[src/rtl/dac_wave_pkg.sv]
// Shared types and constants for the multi-channel DAC waveform generator.
// Mode encoding matches the value written to cfg_wdata[1:0] of the control register.
package dac_wave_pkg;

   typedef enum logic [1:0] {
      MODE_SAW = 2'd0,
      MODE_TRI = 2'd1,
      MODE_SQR = 2'd2,
      MODE_DC  = 2'd3
   } mode_e;

   localparam logic [1:0] SEL_FTW  = 2'd0;
   localparam logic [1:0] SEL_CTRL = 2'd1;
   localparam logic [1:0] SEL_DUTY = 2'd2;
   localparam logic [1:0] SEL_RSVD = 2'd3;

   // Straight-binary code for 0 V on a bipolar DAC output.
   function automatic int unsigned mid_scale(input int unsigned data_w);
      return 32'd1 << (data_w - 1);
   endfunction

endpackage

[src/rtl/dac_wave_ch.sv]
// One DAC channel: active config registers, phase accumulator and a two-stage
// shaper (shaped-sample register, then output register).
module dac_wave_ch
   import dac_wave_pkg::*;
#(
   parameter int DATA_W  = 14,
   parameter int PHASE_W = 32
) (
   input  logic               clk,
   input  logic               rst,
   input  logic               i_commit,
   input  logic               i_sync,
   input  logic [PHASE_W-1:0] i_sh_ftw,
   input  logic               i_sh_en,
   input  mode_e              i_sh_mode,
   input  logic [DATA_W-1:0]  i_sh_duty,
   output logic [DATA_W-1:0]  o_data,
   output logic               o_valid
);

   localparam logic [DATA_W-1:0] MID = DATA_W'(mid_scale(DATA_W));

   logic [PHASE_W-1:0] r_act_ftw;
   logic               r_act_en;
   mode_e              r_act_mode;
   logic [DATA_W-1:0]  r_act_duty;
   logic [PHASE_W-1:0] r_phase;
   logic [DATA_W-1:0]  r_shape;
   logic               r_en_d1;
   logic [DATA_W-1:0]  r_data;
   logic               r_valid;

   logic [DATA_W:0]    w_p;
   logic [DATA_W-1:0]  w_sq_idx;
   logic [DATA_W-1:0]  w_shape;

   assign w_p      = r_phase[PHASE_W-1 -: DATA_W+1];
   assign w_sq_idx = r_phase[PHASE_W-1 -: DATA_W];

   always_ff @(posedge clk) begin
      if (rst) begin
         r_act_ftw  <= '0;
         r_act_en   <= 1'b0;
         r_act_mode <= MODE_SAW;
         r_act_duty <= MID;
      end else if (i_commit) begin
         r_act_ftw  <= i_sh_ftw;
         r_act_en   <= i_sh_en;
         r_act_mode <= i_sh_mode;
         r_act_duty <= i_sh_duty;
      end
   end

   // Sync wins over the increment and applies even to disabled channels.
   always_ff @(posedge clk) begin
      if (rst || i_sync) begin
         r_phase <= '0;
      end else if (r_act_en) begin
         r_phase <= r_phase + r_act_ftw;
      end
   end

   always_comb begin
      w_shape = MID;
      if (r_act_en) begin
         case (r_act_mode)
            MODE_SAW: w_shape = w_p[DATA_W:1];
            MODE_TRI: w_shape = w_p[DATA_W] ? ~w_p[DATA_W-1:0] : w_p[DATA_W-1:0];
            MODE_SQR: w_shape = (w_sq_idx < r_act_duty) ? {DATA_W{1'b1}} : {DATA_W{1'b0}};
            MODE_DC:  w_shape = r_act_duty;
            default:  w_shape = MID;
         endcase
      end
   end

   always_ff @(posedge clk) begin
      if (rst) begin
         r_shape <= MID;
         r_en_d1 <= 1'b0;
         r_data  <= MID;
         r_valid <= 1'b0;
      end else begin
         r_shape <= w_shape;
         r_en_d1 <= r_act_en;
         r_data  <= r_shape;
         r_valid <= r_en_d1;
      end
   end

   assign o_data  = r_data;
   assign o_valid = r_valid;

endmodule

[src/rtl/dac_wave_gen.sv]
// Multi-channel waveform generator for a dual 14-bit DAC: shadow register
// bank with address decode, and a commit that loads every channel at once.
module dac_wave_gen
   import dac_wave_pkg::*;
#(
   parameter int N_CH    = 2,
   parameter int DATA_W  = 14,
   parameter int PHASE_W = 32,
   localparam int CH_W   = (N_CH > 1) ? $clog2(N_CH) : 1
) (
   input  logic                   clk,
   input  logic                   rst,
   input  logic                   cfg_we,
   input  logic [CH_W-1:0]        cfg_ch,
   input  logic [1:0]             cfg_sel,
   input  logic [PHASE_W-1:0]     cfg_wdata,
   input  logic                   cfg_commit,
   input  logic                   sync,
   output logic [N_CH*DATA_W-1:0] da_data,
   output logic [N_CH-1:0]        da_valid
);

   localparam logic [DATA_W-1:0] MID = DATA_W'(mid_scale(DATA_W));

   for (genvar c = 0; c < N_CH; c++) begin : g_ch
      logic [PHASE_W-1:0] r_sh_ftw;
      logic               r_sh_en;
      mode_e              r_sh_mode;
      logic [DATA_W-1:0]  r_sh_duty;
      logic               w_hit;

      // Codes at or above N_CH match no channel, so such writes fall away.
      assign w_hit = cfg_we && (cfg_ch == CH_W'(c));

      always_ff @(posedge clk) begin
         if (rst) begin
            r_sh_ftw  <= '0;
            r_sh_en   <= 1'b0;
            r_sh_mode <= MODE_SAW;
            r_sh_duty <= MID;
         end else if (w_hit) begin
            case (cfg_sel)
               SEL_FTW:  r_sh_ftw <= cfg_wdata;
               SEL_CTRL: begin
                  r_sh_en   <= cfg_wdata[2];
                  r_sh_mode <= mode_e'(cfg_wdata[1:0]);
               end
               SEL_DUTY: r_sh_duty <= cfg_wdata[DATA_W-1:0];
               default:  ;
            endcase
         end
      end

      // The channel samples the shadow outputs before this edge's write lands.
      dac_wave_ch #(
         .DATA_W  (DATA_W),
         .PHASE_W (PHASE_W)
      ) u_ch (
         .clk       (clk),
         .rst       (rst),
         .i_commit  (cfg_commit),
         .i_sync    (sync),
         .i_sh_ftw  (r_sh_ftw),
         .i_sh_en   (r_sh_en),
         .i_sh_mode (r_sh_mode),
         .i_sh_duty (r_sh_duty),
         .o_data    (da_data[c*DATA_W +: DATA_W]),
         .o_valid   (da_valid[c])
      );
   end

endmodule

[config.mk]
export PLATFORM = sky130hd
export DESIGN_NAME = dac_wave_gen
export DESIGN_NICKNAME = d
export VERILOG_FILES = /design/src/rtl/dac_wave_pkg.sv /design/src/rtl/dac_wave_ch.sv /design/src/rtl/dac_wave_gen.sv
export SDC_FILE = /design/constraint.sdc
export NUM_CORES = 1
export LEC_CHECK = 0
export CAP_MARGIN = 20
export CELL_PAD_IN_SITES_DETAIL_PLACEMENT = 1
export CELL_PAD_IN_SITES_GLOBAL_PLACEMENT = 2
export CORE_MARGIN = 5
export CORE_UTILIZATION = 35
export CTS_BUF_LIST = sky130_fd_sc_hd__clkbuf_8
export CTS_CLUSTER_DIAMETER = 100
export DETAILED_ROUTE_END_ITERATION = 8
export PLACE_DENSITY = 0.83
export RECOVER_POWER = 25
export SETUP_SLACK_MARGIN = 0.2
export SYNTH_ARGS = -nofsm -noshare
export SYNTH_HDL_FRONTEND = slang
export SYNTH_SLANG_ARGS = --single-unit
[constraint.sdc]
create_clock -name clk -period 2.4 [get_ports clk]
set_clock_uncertainty 0.05 [all_clocks]
set_input_delay 0.48 -clock clk [delete_from_list [all_inputs] [get_ports clk]]
set_output_delay 0.48 -clock clk [all_outputs]
set_load 0.01 [all_outputs]
======== Word-level counts from Yosys, hierarchy flattened ========
Cells that the tools add are included.
storage, ports and cells
  register bits after elaboration ......... 320
cells by class
  magnitude comparators ................... 2
  equal/unequal tests ..................... 8
  bitwise operators ....................... 5
  reductions and logical operators ........ 14
  mux-type cells .......................... 6
  $add $sub $neg .......................... 2
operators with widths
  operator                                             number
  case mux 14 bit (4 select lines)                     2
  adder 32 bit                                         2
  2-to-1 mux 14 bit                                    4
  less-than comparator 14 bit                          2
  NOT 14 bit                                           2
  AND reduction 2 bit                                  6
  equality test 2 bit, second input constant           5
  equality test 2 x 1 -> 1 bit, second input constant  3
  logical NOT 2 bit                                    3
  OR reduction 2 bit                                   2
  NOT 1 bit                                            3
  logical AND 1 bit                                    2
  logical OR 1 bit                                     1

======== Longest topological paths before layout ========
Gate-level depths: netlist (run 1).
  depth in word-level cells ............... 3
  depth in mapped cells ................... 11
  mapped depth without buffers ............ 11

======== Hierarchy ========
Synthesis (run 1) repeated with hierarchy kept, for this count alone.
unflattened totals
  cells, all modules ...................... 1646
  area, all modules ....................... 15832.7 um^2
by module, submodules not included
  module                      times used  cells each  seq. area each (um^2)  area each (um^2)
  dac_wave_ch (g_ch[0].u_ch)  1           673         2222.1                 5968.2
  dac_wave_ch (g_ch[1].u_ch)  1           614         2222.1                 5919.4
  dac_wave_gen                1           359         1961.9                 3945.0

======== Worst setup path before layout (run 1) ========
OpenSTA, ideal clock, no wires.
  kind .................................... register to register
  start ................................... register g_ch[0].u_ch.r_phase[0]
  end ..................................... register g_ch[0].u_ch.r_phase[24]
  slack ................................... -212 ps
  data arrival time ....................... 2434 ps
  clock period less this slack ............ 2612 ps
  stages on the path, launching flop included .. 12
  buffers on the path ..................... 0
  setup time .............................. 128 ps
  data required time ...................... 2222 ps
  cells stage by stage .................... dfxtp_1 > ha_1 > fa_1 > a211oi_1 > o21bai_1 > a21o_1 > a311oi_2 > o21ai_0 > a31oi_1 > xnor2_1 > mux2i_1 > nor2_1
between the ends
  word-level cells in the longest chain between the ends .. 1
RTL lines
  element                   RTL line           RTL
  start: declaration        dac_wave_ch.sv:27  logic [PHASE_W-1:0] r_phase;
  start signal: assignment  dac_wave_ch.sv:59  r_phase <= r_phase + r_act_ftw;
  adder 32 bit              dac_wave_ch.sv:59
Every way passes these cells.
A chain may end at the register's enable or synchronous reset.

======== Worst setup path in the final report (run 1) ========
  start ................................... register g_ch[0].u_ch.r_phase[0]
  end ..................................... register g_ch[0].u_ch.r_phase[18]
The elaborated chain is that of the path after synthesis.

==> impl_results.md, run 1 <==
* Outcome: complete, but fails checks
* Failing checks: capacitance limit, slew limit, setup timing
* DRC at 0
* CP cell instances: ha_4, fa_2, a211oi_2, o21bai_1, a21o_1, a311oi_2, buf_4, o31a_1, o21bai_1, xor2_1, mux2i_1, nor2_1
* Antenna Cells at 0
* Total of max-cap violations at 1
* Site Rows at between 70 and 80
* Yosys cell types at between 60 and 70
* Syn_area_per_cell at approximately 8.6 um2
* Detailed Place HPWL at 34560 um
* Die extent in x at 219.2 um
* Vias in the first global route at 14170
* Final setup viols at 52
* Skew-Pair Late Insertion Delay at approximately 0.64 ns
* H-tree depth at 2
* Critical path arrival at about 3.1 ns
* Clock sinks at between 300 and 400
* Final slew viol count at 101
* Critical Path RT at around 2.9 ns
* Commonest non-fill, non-tap cell in the layout: nand2_1
* Final Wtd Congestion at between 0.8 and 0.9
* Critical Path End Type: flop
* Max Freq at 0.3805 GHz
* Final worst slack at -0.2281 ns
* Clock buffer depth at 3
* Place WS at -0.2004 ns
* Starting DRC count in detailed routing at 574
* I/O pin cnt at 70
* Clk pwr share at 49.1%
* Seq pwr share at 46.2%
* Top cell by count, worst path: o21bai_1
* Slowest cell on crit path: fa_2
* Global-route wire length before repair at 78320 um
* Post-synth EDFFs at 0
* Crit path max fanout at 5
* Final hold slack at 0.08545 ns
* Total grt overflow at 0
* Routed via count at 13610
* Vias/cell at 5.140
* Largest net degree at the start of global routing at approximately 100
* Post-synthesis sequential area ratio at 41.82%
* Relative max-transition margin at -52.19%
* RSZ-0062 raised after global routing: true
* Critical path startpoint category: flop
* Sw Ratio at 23.67%
* Die ar. at 48050 um2
* Synth Warn # at 0
* Layout cells sized above 1 at ~26%
* Clock Tree Root: clkbuf_8
* Die Y at 219.2 um
* Fin util at 48.16%
* Most frequent cells in the layout: 273 x nand2_1, 270 x dfxtp_1, 185 x nor2_1, 182 x buf_4, 153 x a21oi_1
* P&R area growth vs syn at 35.74%
* DRT Pass-1 Iters at 5
* Reg clk slew, reported paths at approximately 0.06 ns
* Leakage dissipation at 0.008253 uW
* CTS tree: yes
* Nets at 2147
* Starting Density at a little over a third
* P_sw at 2767 uW
* Final instance area at around 21000 um2
* Worst-Margin Slew at 2.283 ns
* Int Pwr at 8922 uW
* Core Box Area at 43170 um2
* Tcrit/Tclk final at 109.5%
* Total Wirelength at 50630 um
* Synth Cell Area at approximately 15000 um2
* Drt wl/cell at 19.12 um
* Worst min path class: input pin to flop
* P per Cell Area at 562.2 nW/um2
* Post-route ant nets at 0
* Fin crit period at 2.628 ns
* Synth Net Count at 1907
* Final hold vios at 0
* CP Class: flop to flop
* Synthesized instance count at about 1800
* All-Layer GR Usage at 20.43%
* VDD IR max at 0.0003505 V
* Antenna violations before repair at 0
* Gate power share at 4.7%
* Top FF cell, synth: dfxtp_1
* Post-synth ARST share at 0%
* Max incr delay on CP at approximately 0.37 ns
* IO buf count at just under 70
* Post-placement cell area at between 15000 and 20000 um2
* Yosys reg bits at 320
* Num CTS Buffers at 57
[worst max-delay path, delay by kind of cell, from the launching register on]
family,cells,cell delay (ns)
multiplexers,1,0.15
flip-flops,1,0.33
buffers and inverters,1,0.18
XOR/XNOR,1,0.16
adder cells (fa/ha/maj),2,0.54
AND/OR/NAND/NOR,1,0.06
AO/OA/AOI/OAI,6,1.06
[power groups by stage]
stage          clock network (uW)  registers [uW]  logic (uW)
6_report                     5740            5400         554
2_1_floorplan                   0            5500         288
4_1_cts                      5930            5400         555
3_5_place_dp                    0            5520         541
5_1_grt                      6170            5400         597
3_3_place_gp                    0            5520         532
[cells in the mapped netlist, types with 4 or more instances]
master | instances | area (um2)
dfxtp_1 | 320 | 6406
nand2_1 | 276 | 1036
a21oi_1 | 212 | 1061
nor2_1 | 187 | 701.9
mux2i_1 | 151 | 1511
ha_1 | 88 | 1101
clkbuf_1 | 82 | 307.8
xnor2_1 | 62 | 543.0
a21o_1 | 46 | 345.3
inv_1 | 40 | 150.1
o211ai_1 | 38 | 285.3
nor2b_1 | 37 | 231.5
o21ai_0 | 33 | 165.2
nand3_1 | 21 | 105.1
xor2_1 | 18 | 157.7
buf_1 | 15 | 56.30
and3_1 | 12 | 75.07
nand2b_1 | 10 | 62.56
nand4_1 | 10 | 62.56
o21bai_1 | 10 | 75.07
nor3_1 | 9 | 45.04
o21a_1 | 9 | 67.56
a211oi_1 | 8 | 60.06
a31oi_1 | 8 | 50.05
or2_2 | 6 | 37.54
o21ai_1 | 5 | 25.02
a221o_1 | 4 | 40.04
o31a_1 | 4 | 35.03
or3_1 | 4 | 25.02
[area by class of cell]
type	count	area (um2)
Timing Repair Buffer	285	2540
Multi-Input combinational cell	1312	9574
Fill cell	4991	22380
Tap cell	585	732.0
Clock buffer	72	991.0
Inverter	41	153.9
Clock inverter	33	309.0
Sequential cell	320	6491
[per-layer routing]
metal,GRT usage (%),vias to the layer above,share of wire (%)
met5,0,-,0
met3,2.966,96,3.2
li1,-,6602,-
met4,7.536,0,3.2
met1,26.03,6691,45
met2,35.16,221,49
[kinds of logic (layout without fill, tap and decap cells)]
group                    Yosys count  count (layout)  share of synthesized area [%]
XOR/XNOR                          80              80                          4.574
adder cells (fa/ha/maj)           90              90                          7.450
buffers and inverters            145             431                          3.725
AO/OA/AOI/OAI                    408             408                          16.45
flip-flops                       320             320                          41.82
AND/OR/NAND/NOR                  583             583                          16.11
multiplexers                     151             151                          9.868
[state kept, by name (all words and copies together), names as in the netlist]
signal and cells:
g_ch.r_sh_ftw 64, g_ch.u_ch.o_data 28, g_ch.u_ch.r_act_en 2, g_ch.u_ch.r_en_d1 2
g_ch.u_ch.o_valid 2, g_ch.r_sh_duty 28, g_ch.u_ch.r_act_duty 28, g_ch.u_ch.r_act_mode 4
g_ch.u_ch.r_act_ftw 64, g_ch.r_sh_mode 4, g_ch.u_ch.r_shape 28, g_ch.u_ch.r_phase 64
g_ch.r_sh_en 2
[timing repair]
item | CTS | global route
gates cloned | 2 | 0
resized for setup | 133 | 100
endpoints found under the hold margin | 0 | 0
hold buffers | 0 | 0
setup endpoints to repair | 66 | 71
setup buffers | 24 | 14
pin swaps | 56 | 84
[final timing paths]
kind / from / to / slack, ns / depth (start not counted)
hold reg to reg: g_ch[1].u_ch.r_shape[13]$_SDFF_PP1_ / g_ch[1].u_ch.o_data[13]$_SDFF_PP1_ / 0.36 / 1
setup reg to reg: g_ch[0].u_ch.r_phase[0]$_SDFFE_PP0P_ / g_ch[0].u_ch.r_phase[18]$_SDFFE_PP0P_ / -0.23 / 12
setup / recovery: g_ch[0].u_ch.r_phase[0]$_SDFFE_PP0P_ / g_ch[0].u_ch.r_phase[18]$_SDFFE_PP0P_ / -0.23 / 12
hold / removal: rst / g_ch[1].u_ch.o_data[2]$_SDFF_PP0_ / 0.09 / 2
[metrics by stage]
stage | total power [uW] | instances | setup TNS [ns]
floorplan | 5790 | 1777 | -0.07546
global placement | 6049 | 2502 | -1.958
detailed placement | 6061 | 2503 | -2.820
CTS | 11880 | 2634 | -1.760
global route | 12170 | 2648 | -18.61
finish | 11690 | 2648 | -3.207
(Power assumes the default switching activity.)
==> run 2, diff against run 1 <==
--- a/config.mk
+++ b/config.mk
@@ -13,6 +13,7 @@
 export CTS_BUF_LIST = sky130_fd_sc_hd__clkbuf_8
 export CTS_CLUSTER_DIAMETER = 100
 export DETAILED_ROUTE_END_ITERATION = 8
+export HOLD_SLACK_MARGIN = 0.08
 export PLACE_DENSITY = 0.83
 export RECOVER_POWER = 25
 export SETUP_SLACK_MARGIN = 0.2
==> impl_results.md, run 2 (synthesized netlist as in run 1, its figures left out) <==
* Outcome: complete, but fails checks (unchanged)
* Storage cell area at 6491 um2 (unchanged)
* Routed metal-1 wire length at 22550 um (was 22630 um)
* H-tree depth at 2 (unchanged)
* Final Wtd Congestion at 0.8630 (unchanged)
* Skew-Pair Late Insertion Delay at 0.64 ns (about the same)
* Final slew viol count at 0 (was 101)
* Slowest cell on crit path: fa_2 (unchanged)
* Met2 wire length at 24770 um (about the same)
* RSZ-0062 raised after global routing: true (unchanged)
* Max incr delay on CP at 0.37 ns (about the same)
* All-Layer GR Usage at 20.43% (about the same)
* Routed via count at 13570 (was 13610)
* Final worst slack at -0.2261 ns (was -0.2281 ns)
* Met3 WL at 1664 um (was 1607 um)
* Reg clk slew, reported paths at 0.06 ns (about the same)
* Tcrit/Tclk final at 109.4% (was 109.5%)
* Power Total at 11690 uW (about the same)
* Starting DRC count in detailed routing at 607 (was 574)
* Non-Filler Instances at 2649 (was 2648)
* Clock Tree Root: clkbuf_8 (unchanged)
* Largest registers: g_ch.r_sh_ftw (64), g_ch.u_ch.r_act_ftw (64), g_ch.u_ch.r_phase (64) (unchanged)
* P&R area growth vs syn at 35.82% (was 35.74%)
* Fill cells at 4991 (unchanged)
* Critical Path End Type: flop (unchanged)
* Global-route wire length before repair at 78330 um (was 78320 um)
* Post-route ant nets at 0 (unchanged)
* Clock buffer depth at 3 (unchanged)
* Core Box Area at 43170 um2 (unchanged)
* Vias/cell at 5.122 (was 5.140)
* Critical path arrival at 3.14 ns (was 3.10 ns)
* Most frequent cells in the layout: 273 x nand2_1, 270 x dfxtp_1, 185 x nor2_1, 182 x buf_4, 153 x a21oi_1 (unchanged)
* Die extent in x at 219.2 um (unchanged)
* Area of the multi-input gates at 9574 um2 (unchanged)
* Largest net degree at the start of global routing at 103 (unchanged)
* Total Wirelength at 50580 um (was 50630 um)
* Num CTS Buffers at 57 (unchanged)
* Vias in the first global route at 14170 (about the same)
* P per Cell Area at 562.0 nW/um2 (was 562.2 nW/um2)
* IO buf count at 69 (unchanged)
* Die ar. at 48050 um2 (unchanged)
* Layout cells sized above 1 at 25.78% (was 25.79%)
* Failing checks: setup timing (was capacitance limit, slew limit, setup timing)
* Clock sinks at 320 (unchanged)
* CP Class: flop to flop (unchanged)
* Max Freq at 0.3808 GHz (was 0.3805 GHz)
* CP cell instances: ha_4, fa_2, a211oi_2, o21bai_1, a21o_1, buf_4, buf_6, buf_6, a31oi_4, o21bai_1, a21oi_1, xnor2_1, mux2i_1, nor2_1 (was ha_4, fa_2, a211oi_2, o21bai_1, a21o_1, a311oi_2, buf_4, o31a_1, o21bai_1, xor2_1, mux2i_1, nor2_1)
* Critical path startpoint category: flop (unchanged)
* Die Y at 219.2 um (unchanged)
* Relative max-transition margin at 15.18% (was -52.19%)
* Site Rows at 76 (unchanged)
* Nets at 2148 (was 2147)
* Starting Density at 35.48% (unchanged)
* Antenna Cells at 0 (unchanged)
* Top sig layer: met4 (unchanged)
* Crit path max fanout at 3 (was 5)
* Final setup viols at 48 (was 52)
* Commonest non-fill, non-tap cell in the layout: nand2_1 (unchanged)
* Worst-Margin Slew at 1.272 ns (was 2.283 ns)
* Total grt overflow at 0 (unchanged)
* Leakage dissipation at 0.008258 uW (was 0.008253 uW)
* CTS tree: yes (unchanged)
* Detailed Place HPWL at 34560 um (unchanged)
* VDD IR max at 0.0003505 V (about the same)
* Antenna violations before repair at 0 (unchanged)
* Worst min path class: input pin to flop (unchanged)
* I/O pin cnt at 70 (unchanged)
* Drt wl/cell at 19.10 um (was 19.12 um)
* Cell count after placement at 2503 (unchanged)
* DRT Pass-1 Iters at 5 (unchanged)
* Total of max-cap violations at 0 (was 1)
* Critical Path RT at 2.92 ns (was 2.87 ns)
* Fin crit period at 2.626 ns (was 2.628 ns)
* Final hold vios at 0 (unchanged)
* DRC at 0 (unchanged)
==> run 2: per-stage QoR <==
| stage | hold slack [ns] | area (um2) | TNS, ns | setup slack, ns | utilization [%] |
|---|---|---|---|---|---|
| final | 0.3244 | 20800 | -2.899 | -0.2261 | 48.19 |
| after global routing | 0.3323 | 20800 | -8.811 | -0.3738 | 48.19 |
| after CTS | 0.2742 | 20240 | -1.760 | -0.1412 | 46.88 |
| after detailed placement | 0.3523 | 18090 | -2.820 | -0.2004 | 41.90 |
| after global placement | 0.3491 | 18080 | -1.958 | -0.1602 | 41.89 |
| after floorplan | 0.3395 | 15680 | -0.07546 | -0.02041 | - |
==> run 2: layout make-up <==
class                           instances  area share (%)
Tap cell                              585           3.518
Clock buffer                           72           4.763
Timing Repair Buffer                  286           12.27
Clock inverter                         33           1.486
Inverter                               41          0.7398
Multi-Input combinational cell       1312           46.02
Sequential cell                       320           31.20
==> run 2: timing repair <==
| item | in CTS | in global routing |
|---|---|---|
| resized for setup | 133 | 100 |
| buffers inserted | 24 | 14 |
| endpoints found under the hold margin | 12 | 0 |
| pin swaps | 56 | 84 |
| setup endpoints to repair | 66 | 71 |
| cloned | 2 | 0 |
| hold buffers | 1 | 0 |
==> run 2: worst paths after layout <==
path / startpoint / slack (ns) / endpoint / cells after the start
setup reg to reg: g_ch[0].u_ch.r_phase[0]$_SDFFE_PP0P_ / -0.23 / g_ch[0].u_ch.r_phase[12]$_SDFFE_PP0P_ / 14
hold reg to reg: g_ch[1].u_ch.r_shape[13]$_SDFF_PP1_ / 0.36 / g_ch[1].u_ch.o_data[13]$_SDFF_PP1_ / 1
hold / removal: cfg_commit / 0.32 / g_ch[1].u_ch.r_act_ftw[6]$_SDFFE_PP0P_ / 4
setup / recovery: g_ch[0].u_ch.r_phase[0]$_SDFFE_PP0P_ / -0.23 / g_ch[0].u_ch.r_phase[12]$_SDFFE_PP0P_ / 14
==> run 2: critical path: cells and delay by family, from the launching register on <==
family                     cells  cell delay, ns
xor gates and xnor gates       1            0.15
AOI/OAI and AO/OA              6            0.92
and+or+nand+nor                1            0.12
buffers and inverters          3            0.35
DFF                            1            0.33
adders and majority gates      2            0.54
muxes                          1            0.09
==> run 2: where the power goes <==
group	internal, uW	leakage, uW	switching, uW
clock network	3350	0.000712	2390
registers	5360	0.00261	40.7
logic	216	0.00494	339
total	8920	0.00826	2770
==> run 2: metal layers <==
layer | vias to the layer above | track usage, %
li1 | 6600 | -
met1 | 6648 | 26.04
met2 | 225 | 35.16
met3 | 94 | 2.966
met4 | 0 | 7.536
met5 | - | 0
==> run 3, diff against run 2 <==
--- a/config.mk
+++ b/config.mk
@@ -16,7 +16,6 @@
 export HOLD_SLACK_MARGIN = 0.08
 export PLACE_DENSITY = 0.83
 export RECOVER_POWER = 25
-export SETUP_SLACK_MARGIN = 0.2
 export SYNTH_ARGS = -nofsm -noshare
 export SYNTH_HDL_FRONTEND = slang
 export SYNTH_SLANG_ARGS = --single-unit
==> impl_results.md, run 3 (synthesized netlist as in run 1, its figures left out) <==
* Final Wtd Congestion at 0.8551 (was 0.8630)
* Skew-Pair Late Insertion Delay at 0.65 ns (was 0.64 ns)
* DRT Pass-1 Iters at 4 (was 5)
* Total grt overflow at 0 (unchanged)
* Clock buffer depth at 3 (unchanged)
* VDD IR max at 0.0003804 V (was 0.0003505 V)
* Nets at 2163 (was 2148)
* Slowest cell on crit path: dfxtp_2 (was fa_2)
* Num CTS Buffers at 57 (unchanged)
* Critical Path RT at 2.85 ns (was 2.92 ns)
* Critical Path End Type: flop (unchanged)
* Place WS at -0.3411 ns (was -0.2004 ns)
* Layout cells sized above 1 at 23.72% (was 25.78%)
* Detailed Place HPWL at 34710 um (was 34560 um)
* DRC at 0 (unchanged)
* Critical path startpoint category: flop (unchanged)
* Worst r2r src: g_ch[0].u_ch.r_phase[0]$_SDFFE_PP0P_ (unchanged)
* Site Rows at 76 (unchanged)
* Crit path max-delay family: compound AO/OA/AOI/OAI gates (unchanged)
* Relative max-transition margin at 13.10% (was 15.18%)
* Final slew viol count at 0 (unchanged)
* Met3 global-route usage at 3.325% (was 2.966%)
* Worst-Margin Slew at 1.303 ns (was 1.272 ns)
* Final worst slack at -0.1976 ns (was -0.2261 ns)
* Vias in the first global route at 14640 (was 14170)
* Fin crit period at 2.598 ns (was 2.626 ns)
* RSZ-0062 raised after global routing: true (unchanged)
* Top cell by count, worst path: o21bai_1
* Tcrit/Tclk final at 108.2% (was 109.4%)
* P&R area growth vs syn at 32.51% (was 35.82%)
* Final instance area at 20300 um2 (was 20800 um2)
* CP cell instances: ha_4, fa_2, a211oi_2, o21bai_1, a21o_1, a311oi_2, buf_4, o31a_1, o21bai_1, xor2_1, mux2i_1, nor2_1 (was ha_4, fa_2, a211oi_2, o21bai_1, a21o_1, buf_4, buf_6, buf_6, a31oi_4, o21bai_1, a21oi_1, xnor2_1, mux2i_1, nor2_1)
* Leakage dissipation at 0.008206 uW (was 0.008258 uW)
* Global-route wire length before repair at 77220 um (was 78330 um)
* IO buf count at 69 (unchanged)
* CP Class: flop to flop (unchanged)
* P per Cell Area at 557.6 nW/um2 (was 562.0 nW/um2)
* Critical path arrival at 3.04 ns (was 3.14 ns)
* Most frequent cells in the layout: 282 x dfxtp_1, 273 x nand2_1, 214 x buf_4, 185 x nor2_1, 163 x a21oi_1 (was 273 x nand2_1, 270 x dfxtp_1, 185 x nor2_1, 182 x buf_4, 153 x a21oi_1)
* I/O pin cnt at 70 (unchanged)
* Total of max-cap violations at 0 (unchanged)
* Max Freq at 0.3850 GHz (was 0.3808 GHz)
* Die extent in x at 219.2 um (unchanged)
* Die ar. at 48050 um2 (unchanged)
* Total Wirelength at 49280 um (was 50580 um)
* Final setup viols at 143 (was 48)
* Hold_sp: cfg_commit (unchanged)
* Drt wl/cell at 18.53 um (was 19.10 um)
* Outcome: complete, but fails checks (unchanged)
* Clock Tree Root: clkbuf_8 (unchanged)
* Die Y at 219.2 um (unchanged)
* Commonest non-fill, non-tap cell in the layout: dfxtp_1 (was nand2_1)
* Worst min path class: input pin to flop (unchanged)
* Largest registers: g_ch.r_sh_ftw (64), g_ch.u_ch.r_act_ftw (64), g_ch.u_ch.r_phase (64) (unchanged)
* Largest net degree at the start of global routing at 106 (was 103)
* Post-route ant nets at 0 (unchanged)
* Crit path max fanout at 4 (was 3)
* Post-placement cell area at 18090 um2 (about the same)
* Routed via count at 13650 (was 13570)
* Antenna violations before repair at 1 (was 0)
* CTS tree: yes (unchanged)
* All-Layer GR Usage at 19.98% (was 20.43%)
* Reg clk slew, reported paths at 0.07 ns (was 0.06 ns)
* Starting Density at 35.48% (unchanged)
* WP buf/inv at 1 (was 3)
* Core Box Area at 43170 um2 (unchanged)
* M2 GR Usage at 34.80% (was 35.16%)
* Starting DRC count in detailed routing at 663 (was 607)
* H-tree depth at 2 (unchanged)
* Max incr delay on CP at 0.34 ns (was 0.37 ns)
* Routing usage on met1 at 25.63% (was 26.04%)
* Worst Setup SP: g_ch[0].u_ch.r_phase[0]$_SDFFE_PP0P_ (unchanged)
* Busiest layer in global routing: met2 (unchanged)
* Clock sinks at 320 (unchanged)
* Vias/cell at 5.132 (was 5.122)
* Failing checks: setup timing (unchanged)
* Final hold vios at 0 (unchanged)
## run 3: cell types whose count changed in the layout (fill, tap and decap cells not counted), sizes merged
cell and change:
diode +1, clkinv -5, clkbuf -9, buf +19, clkinvlp -1, bufinv -1
inv +7
## run 3: path summary, 6_finish.rpt
path                                                                 to  slack (ns)  depth (start not counted)
worst max register to register    g_ch[0].u_ch.r_phase[18]$_SDFFE_PP0P_       -0.20                         12
worst min register to register       g_ch[1].u_ch.o_data[13]$_SDFF_PP1_        0.35                          1
worst min-delay path            g_ch[0].u_ch.r_act_mode[1]$_SDFFE_PP0P_        0.30                          3
worst max-delay path              g_ch[0].u_ch.r_phase[18]$_SDFFE_PP0P_       -0.20                         12
## run 3: stage by stage
step / power, uW / hold slack [ns] / cells / utilization (%) / TNS [ns]
after floorplan: 5788 / 0.3395 / 1777 / - / -0.1324
after global placement: 6038 / 0.3564 / 2542 / 41.91 / -6.737
after detailed placement: 6050 / 0.3605 / 2542 / 41.91 / -8.096
after CTS: 11480 / 0.2513 / 2652 / 46.05 / -1.558
after global routing: 11770 / 0.2846 / 2659 / 47.01 / -28.78
final: 11320 / 0.2953 / 2660 / 47.01 / -7.755
## run 3: what timing repair did
action	CTS	global route
hold buffers	1	0
pin swaps	63	54
setup endpoints to repair	64	61
buffers inserted	8	7
gates cloned	1	0
endpoints found under the hold margin	14	0
gates resized for setup	117	86
## run 3: report_power, final
group	switching, uW	internal, uW	total (uW)
clock network	2320	3060	5370
logic	332	209	541
registers	39.7	5360	5400
## run 3: worst register-to-register path, cell delays in order (launching register included)
cell	delay [ns]
dfxtp_2	0.34
ha_4	0.17
fa_2	0.34
a211oi_2	0.21
o21bai_1	0.08
a21o_1	0.19
a311oi_2	0.22
buf_4	0.20
o31a_1	0.21
o21bai_1	0.11
xor2_1	0.15
mux2i_1	0.15
nor2_1	0.05
## run 3: area by class of cell
type / count / area (um2)
diodes: 1 / 2.502
clock inverters: 33 / 272.8
flip-flops and latches: 320 / 6466
inverters: 41 / 153.9
repair buffers: 301 / 2550
clock buffers: 67 / 922.1
well taps: 585 / 732.0
fillers: 5000 / 22870
multi-input cells: 1312 / 9198
## run 3: metal layers
layer / routed length (um) / up-vias
li1: - / 6637
met1: 22640 / 6759
met2: 23980 / 183
met3: 1572 / 72
met4: 1083 / 0
met5: 0 / -
